File: src/rtl/noc_pkg.sv
// Shared router constants: port numbering and default flit width.
package noc_pkg;

    localparam int NUM_PORTS  = 5;
    localparam int FLIT_WIDTH = 288;

    localparam int PORT_N = 0;
    localparam int PORT_E = 1;
    localparam int PORT_S = 2;
    localparam int PORT_W = 3;
    localparam int PORT_L = 4;

    // Index width for a round-robin pointer over n requesters.
    function automatic int ptr_width(input int n);
        return (n > 1) ? $clog2(n) : 1;
    endfunction

endpackage

File: src/rtl/rr_select.sv
// Combinational rotating-priority picker: first eligible index at or above rr_ptr, wrapping.
module rr_select #(
    parameter int N     = 5,
    parameter int PTR_W = 3
) (
    input  logic [N-1:0]     eligible,
    input  logic [PTR_W-1:0] rr_ptr,
    output logic [N-1:0]     grant,
    output logic [PTR_W-1:0] index,
    output logic             any
);

    logic [2*N-1:0] doubled;
    logic [N-1:0]   rotated;
    logic [PTR_W:0] offset;
    logic [PTR_W:0] sum;

    // Rotating a doubled copy puts rr_ptr at bit 0, so a lowest-bit search gives the winner.
    assign doubled = {eligible, eligible} >> rr_ptr;
    assign rotated = doubled[N-1:0];

    always_comb begin
        offset = '0;
        any    = 1'b0;
        for (int k = N - 1; k >= 0; k--) begin
            if (rotated[k]) begin
                offset = (PTR_W + 1)'(k);
                any    = 1'b1;
            end
        end
    end

    always_comb begin
        sum = {1'b0, rr_ptr} + offset;
        if (sum >= (PTR_W + 1)'(N)) begin
            sum = sum - (PTR_W + 1)'(N);
        end
        index = sum[PTR_W-1:0];
        grant = any ? (N'(1) << index) : '0;
    end

endmodule

File: src/rtl/noc_outport_arbiter.sv
// Output-port arbiter: picks one input per cycle round-robin into a registered output slot.
module noc_outport_arbiter
    import noc_pkg::*;
#(
    parameter int DATA_WIDTH = FLIT_WIDTH,
    parameter int NUM_IN     = NUM_PORTS,
    parameter int CNT_WIDTH  = 32
) (
    input  logic                               clk,
    input  logic                               rst,
    input  logic [NUM_IN-1:0][DATA_WIDTH-1:0]  req_data,
    input  logic [NUM_IN-1:0]                  req_valid,
    output logic [NUM_IN-1:0]                  clear,
    input  logic [NUM_IN-1:0]                  port_mask,
    output logic [DATA_WIDTH-1:0]              out_data,
    output logic                               out_valid,
    input  logic                               out_ready,
    output logic [CNT_WIDTH-1:0]               flit_count
);

    localparam int PTR_W = ptr_width(NUM_IN);

    logic [DATA_WIDTH-1:0] out_data_reg;
    logic                  out_valid_reg;
    logic [NUM_IN-1:0]     clear_reg;
    logic [PTR_W-1:0]      rr_ptr_reg;
    logic [CNT_WIDTH-1:0]  flit_count_reg;

    logic [NUM_IN-1:0]     eligible;
    logic [NUM_IN-1:0]     grant;
    logic [PTR_W-1:0]      win_index;
    logic                  win_any;
    logic                  slot_free;
    logic [PTR_W-1:0]      rr_ptr_next;

    // An input just cleared still shows its consumed flit on req_valid, so skip it.
    assign eligible  = req_valid & port_mask & ~clear_reg;
    assign slot_free = ~out_valid_reg | out_ready;

    rr_select #(
        .N     (NUM_IN),
        .PTR_W (PTR_W)
    ) u_rr_select (
        .eligible (eligible),
        .rr_ptr   (rr_ptr_reg),
        .grant    (grant),
        .index    (win_index),
        .any      (win_any)
    );

    assign rr_ptr_next = (win_index == PTR_W'(NUM_IN - 1)) ? '0 : win_index + PTR_W'(1);

    always_ff @(posedge clk or posedge rst) begin
        if (rst) begin
            out_data_reg   <= '0;
            out_valid_reg  <= 1'b0;
            clear_reg      <= '0;
            rr_ptr_reg     <= '0;
            flit_count_reg <= '0;
        end else begin
            clear_reg <= '0;
            if (slot_free) begin
                if (win_any) begin
                    out_data_reg   <= req_data[win_index];
                    out_valid_reg  <= 1'b1;
                    clear_reg      <= grant;
                    rr_ptr_reg     <= rr_ptr_next;
                    flit_count_reg <= flit_count_reg + CNT_WIDTH'(1);
                end else begin
                    // Free slot with nothing to send: either drained or already empty.
                    out_valid_reg <= 1'b0;
                end
            end
        end
    end

    assign out_data   = out_data_reg;
    assign out_valid  = out_valid_reg;
    assign clear      = clear_reg;
    assign flit_count = flit_count_reg;

endmodule

File: config.mk
export PLATFORM = sky130hd
export DESIGN_NAME = noc_outport_arbiter
export DESIGN_NICKNAME = d
export VERILOG_FILES = /design/src/rtl/noc_pkg.sv /design/src/rtl/rr_select.sv /design/src/rtl/noc_outport_arbiter.sv
export SDC_FILE = /design/constraint.sdc
export NUM_CORES = 1
export LEC_CHECK = 0
export ABC_CLOCK_PERIOD_IN_PS = 16500
export CAP_MARGIN = 20
export CORE_AREA = 5 5 689 691
export CTS_CLUSTER_SIZE = 24
export DETAILED_ROUTE_END_ITERATION = 8
export DIE_AREA = 0 0 694 696
export GPL_TIMING_DRIVEN = 0
export SLEW_MARGIN = 20
export SYNTH_ARGS = -nofsm -noshare
export SYNTH_HDL_FRONTEND = slang
export SYNTH_HIERARCHICAL = 1
export SYNTH_SLANG_ARGS = --single-unit
File: constraint.sdc
create_clock -name clk -period 16.5 [get_ports clk]
set_input_delay 3.3 -clock clk [delete_from_list [all_inputs] [get_ports clk]]
set_output_delay 3.3 -clock clk [all_outputs]
set_load 0.01 [all_outputs]
==> flow_summary.yaml <==
global_routing:
  grt_pass1_vias: 28168
  grt_pass1_wl_um: 494000
  grt_overflow: 0
  grt_antenna_before_repair: 629
  grt_max_degree: 78
  track_usage: 0.172
timing:
  setup_viol: 0
  maxSlewViolCount: 0
  slew_headroom: 0.262
  tightest_slew_ns: 1.11
  worst_clock_skew_ns: 0.0642
  rsz0062_at_grt: "no"
  fmax_mhz: 98.8
  worst_slack_ns: 6.38
  period_share: 0.613
  finalHoldViolCount: 0
  post-route-min-period_ns: 10.12
  timing.hold.ws_ns: 0.473
floorplanning:
  ios: 1779
  fp.dieH_um: 696
  placementRows: 252
  core-area_um2: 469000
  die-area_um2: 483000
  start_util: 0.0481
  die_x_um: 694
yosys:
  synth_top_cell_by_area: "dfrtp_1"
  synth-async-reset-ratio: 1.00
  syn-num-nets: 3347
  synth_top_cell_area_share: 0.365
  ys.flop_type: "dfrtp_1"
  yosys_warnings: 6
  syn_inst: 1885
  synthesis.area_um2: 22500
  synth.avg_cell_area_um2: 12.0
  synth_edf_count: 0
  yosysSeqAreaShare: 0.365
  synth_seq_cells: 329
  ys_types: 52
  synthTopCellsByArea: "dfrtp_1, mux4_2, nor2_1"
final_layout:
  multiInputGateArea_um2: 13300
  syn_to_final_growth_pct: 125
  fill_cells: 53920
  final-seq-area_um2: 8230
  final_area_um2: 50600
  layout_commonest_cell: "clkdlybuf4s50_1"
  largest_reg_flops: 288
  final_cell_mix: "clkdlybuf4s50_1, nor2_1, dfrtp_1"
  drive_above_1_share: 0.171
  nets: 5190
critical_path:
  setup.worst_path.end_class: "flip-flop"
  rrSetupSlack_ns: 8.87
  r2r_start: "rr_ptr_reg[2]"
  critPathLaunchType: "input pin"
  crit_fanout: 10
  ff2ff_path_depth: 20
  crit_type: "in -> reg"
  critPathRequiredTime_ns: 17.07
  regToRegEndpoint: "out_data[151]"
  critPathArrivalTime_ns: 10.69
clocking:
  clk-insertion-delay-late_ns: 0.76
  clk_pin_slew_ns: 0.06
  cts_buffer_depth: 3
  cts_tree: "done"
  htree_levels: 2
  hold_buffers: 0
  cts_setup_buffers: 0
  cts_buffers: 47
  clock-sinks: 329
  root_buffer: "clkbuf_16"
  ctsResizeCount: 0
drt:
  vias: 30533
  antenna_left: 0
  drtIter0Drc: 2970
  drt-total-wl_um: 434000
  via_per_inst: 3.00
  firstDrtPassIters: 6
  drt-wirelength-per-cell_um: 42.7
  drc: 0
placed_design:
  postPlaceCellArea_um2: 48500
  pre_cts_ws_ns: 5.44
  portBuffers: 1778
  gp_congestion: 0.966
  hpwlAfterDp_um: 401000
min_path:
  min_from: "flit_count[31]"
  hold_path.class: "reg -> reg"
  whs_path_depth: 1
  min_to: "flit_count[31]"
status:
  status: "finished clean"
job:
  max-cap-violations: 0
## worst max path at each step
stage	startpoint	endpoint	slack [ns]	cells after the start
final	req_valid[4]	out_data[151]	6.38	21
after global routing	req_valid[4]	out_data[216]	5.94	21
after detailed placement	req_valid[4]	out_data[216]	5.44	21
after global placement	rst	out_data[97]	-4.23	2
after floorplan	rst	clear[0]	4.09	1
after CTS	req_valid[4]	out_data[216]	6.28	21
## stage by stage
step           setup TNS [ns]   util  cells
2_1_floorplan               0      -   1885
3_3_place_gp         -1282.92  0.103   9886
3_5_place_dp                0  0.104   9902
4_1_cts                     0  0.107   9987
5_1_grt                     0  0.108  10072
6_report                    0  0.108  10162
## kinds of logic (layout without fill, tap and decap cells)
logic type               after synthesis  count (layout)  share of synthesized area
adder cells (fa/ha/maj)                9               9                    0.00533
buffers and inverters                212            2091                     0.0460
AND/OR/NAND/NOR                      687             687                      0.125
other                                  0             175                          0
AO/OA/AOI/OAI                        309             309                      0.149
multiplexers                         304             304                      0.295
flip-flops                           329             329                      0.365
XOR/XNOR                              35              35                     0.0139
## worst max-delay path: stages
cell	delay (ns)
clkdlybuf4s50_1	0.47
nand2_1	0.07
nor2_1	0.37
mux2i_1	0.22
o221ai_1	0.26
o22ai_1	0.12
a32o_1	0.28
ha_1	0.21
fa_1	0.56
inv_1	0.09
ha_1	0.17
nand2b_1	0.15
a221oi_2	0.54
nor2b_1	0.15
nor2_1	0.58
buf_2	0.69
buf_2	0.79
buf_2	0.44
mux4_2	0.53
a221oi_2	0.44
nor2_1	0.10
## final cells by class
cell class | count | area share
Sequential cell | 329 | 0.163
Clock buffer | 65 | 0.0276
Inverter | 8 | 0.000742
Antenna cell | 175 | 0.00865
Clock inverter | 20 | 0.00475
Timing Repair Buffer | 1794 | 0.359
Buffer | 204 | 0.0207
Tap cell | 6223 | 0.154
Multi-Input combinational cell | 1344 | 0.262
## cells in the mapped netlist (all sizes together) (3+ instances only)
cell    count
a21oi       3
a221oi    289
and2        5
and3       14
and4        6
buf       115
clkbuf     89
dfrtp     329
ha          8
inv         8
mux2        5
mux2i      11
mux4      288
nand2      22
nand2b      3
nand3      14
nand4      14
nor2      589
nor3       10
o21ai       3
o221ai      3
xnor2      32
xor2        3
## metal layers
layer	GRT usage	wire length, um
met1	0.197	166000
met2	0.265	190000
met3	0.105	60000
met4	0.0518	15800
met5	0	2390
Power is not shown: default switching activity piles up to over one toggle a cycle in this logic, so the estimate is an artifact.
==> edit (config.mk and constraints unchanged) <==
The parameter `CNT_WIDTH` goes from 32 to 28.
--- a/src/rtl/noc_outport_arbiter.sv
+++ b/src/rtl/noc_outport_arbiter.sv
@@ -4,7 +4,7 @@
 #(
     parameter int DATA_WIDTH = FLIT_WIDTH,
     parameter int NUM_IN     = NUM_PORTS,
-    parameter int CNT_WIDTH  = 32
+    parameter int CNT_WIDTH  = 28
 ) (
     input  logic                               clk,
     input  logic                               rst,
Interface: changed (resized flit_count); port bits go from 1779 to 1775. No check against the original RTL was run, so the function may have changed too.
==> edit against the original RTL <==
Final area down 0.17%. Worst setup slack worse by 0.37 ns. Sequential cell count down 4. Critical path depth unchanged. Area after synthesis down 0.84%. Non-clock buffer count down 4. Routed wire length down 2.8%. Critical endpoint is now out_data[216].
Power is left out: the tool's default activity adds up to more than one toggle a clock period on the data nets, which glitch-free logic cannot reach.
==> edit: results (changes against the original RTL) <==
synth.distinct_cells: 54  # was 52
io_buffers: 1774  # was 1,778
drive_gt1_share_pct: 17.4  # was 17.1%
grt_pass1_wl_um: 482000  # was 494,000 µm
grt_pass1_vias: 28000  # was 28,200
ff2ff_setup_slack_ns: 8.63  # was 8.87 ns
fin_skew_ns: 0.0583  # was 0.0642 ns
multiInputGateArea_mm2: 0.0132  # was 0.0133 mm²
fin_cells: 10200  # about the same
layout.nets: 5175  # was 5,190
cts_root_buffer: "clkbuf_16"  # unchanged
route.met2.wl_um: 174000  # was 190,000 µm
synthTopCellsByArea: "dfrtp_1 (36%), mux4_2 (29%), nor2_1 (9.9%)"  # was dfrtp_1 (37%), mux4_2 (29%), nor2_1 (9.8%)
cp.arrival_ns: 11.04  # was 10.69 ns
status: "finished clean"  # unchanged
yosysSeqAreaShare_pct: 36.4  # was 36.5%
dp_cells: 9886  # was 9,902
use_met3_pct: 10.1  # was 10.5%
worstMarginPinSlew_ns: 1.29  # was 1.11 ns
gp_congestion: 0.988  # was 0.966
drt_iter0_markers: 3067  # was 2,970
placed_area_mm2: 0.0484  # was 0.0485 mm²
wl_met3_um: 59700  # was 60,000 µm
slowest_delay_ns: 0.69  # was 0.79 ns
first_pass_iters: 5  # was 6
pre_cts_slack_ns: 5.25  # was 5.44 ns
dr_total_vias: 30300  # was 30,500
avgSynthCellArea_um2: 11.9  # was 12.0 µm²
hold_ws_ns: 0.490  # was 0.473 ns
cpMaxStageDelayCell: "mux4_2"  # was buf_2
routed_wl_um: 422000  # was 434,000 µm
grtUsageMet1_pct: 20.4  # was 19.7%
worstReg2RegEnd: "out_data[216]"  # was out_data[151]
clk_latency_ns: 0.74  # was 0.76 ns
grt_util_met2_pct: 24.5  # was 26.5%
antenna_found_initial: 564  # was 629
whs_endpoint: "flit_count[27]"  # was flit_count[31]
grt_usage_pct: 16.7  # was 17.2%
grt_max_degree: 89  # was 78
-- edit: cell count changes in the layout (fill, tap and decap cells not counted), moves of 4 or more --
cell / unedited run / this run
dfrtp_1: 329 / 325
clkinvlp_4: 1 / 6
clkdlybuf4s50_1: 1778 / 1772
buf_2: 88 / 93
diode_2: 175 / 209
xnor2_1: 31 / 26
-- edit: layout make-up --
cell class,count,area share [%]
Buffer,201,2.03
Clock buffer,62,2.68
Clock inverter,25,0.550
Sequential cell,325,16.1
Timing Repair Buffer,1793,36.0
Inverter,9,0.0817
Multi-Input combinational cell,1336,26.2
Antenna cell,209,1.04
Tap cell,6223,15.4
-- edit: kinds of logic after synthesis --
group           count (synthesis)  synth area share, %
buf+inv                       210                 4.57
mux                           304                 29.8
xor+xnor                       31                 1.25
fa+ha+maj                       9                0.537
simple gates                  683                 12.4
compound gates                309                 15.1
flops                         325                 36.4
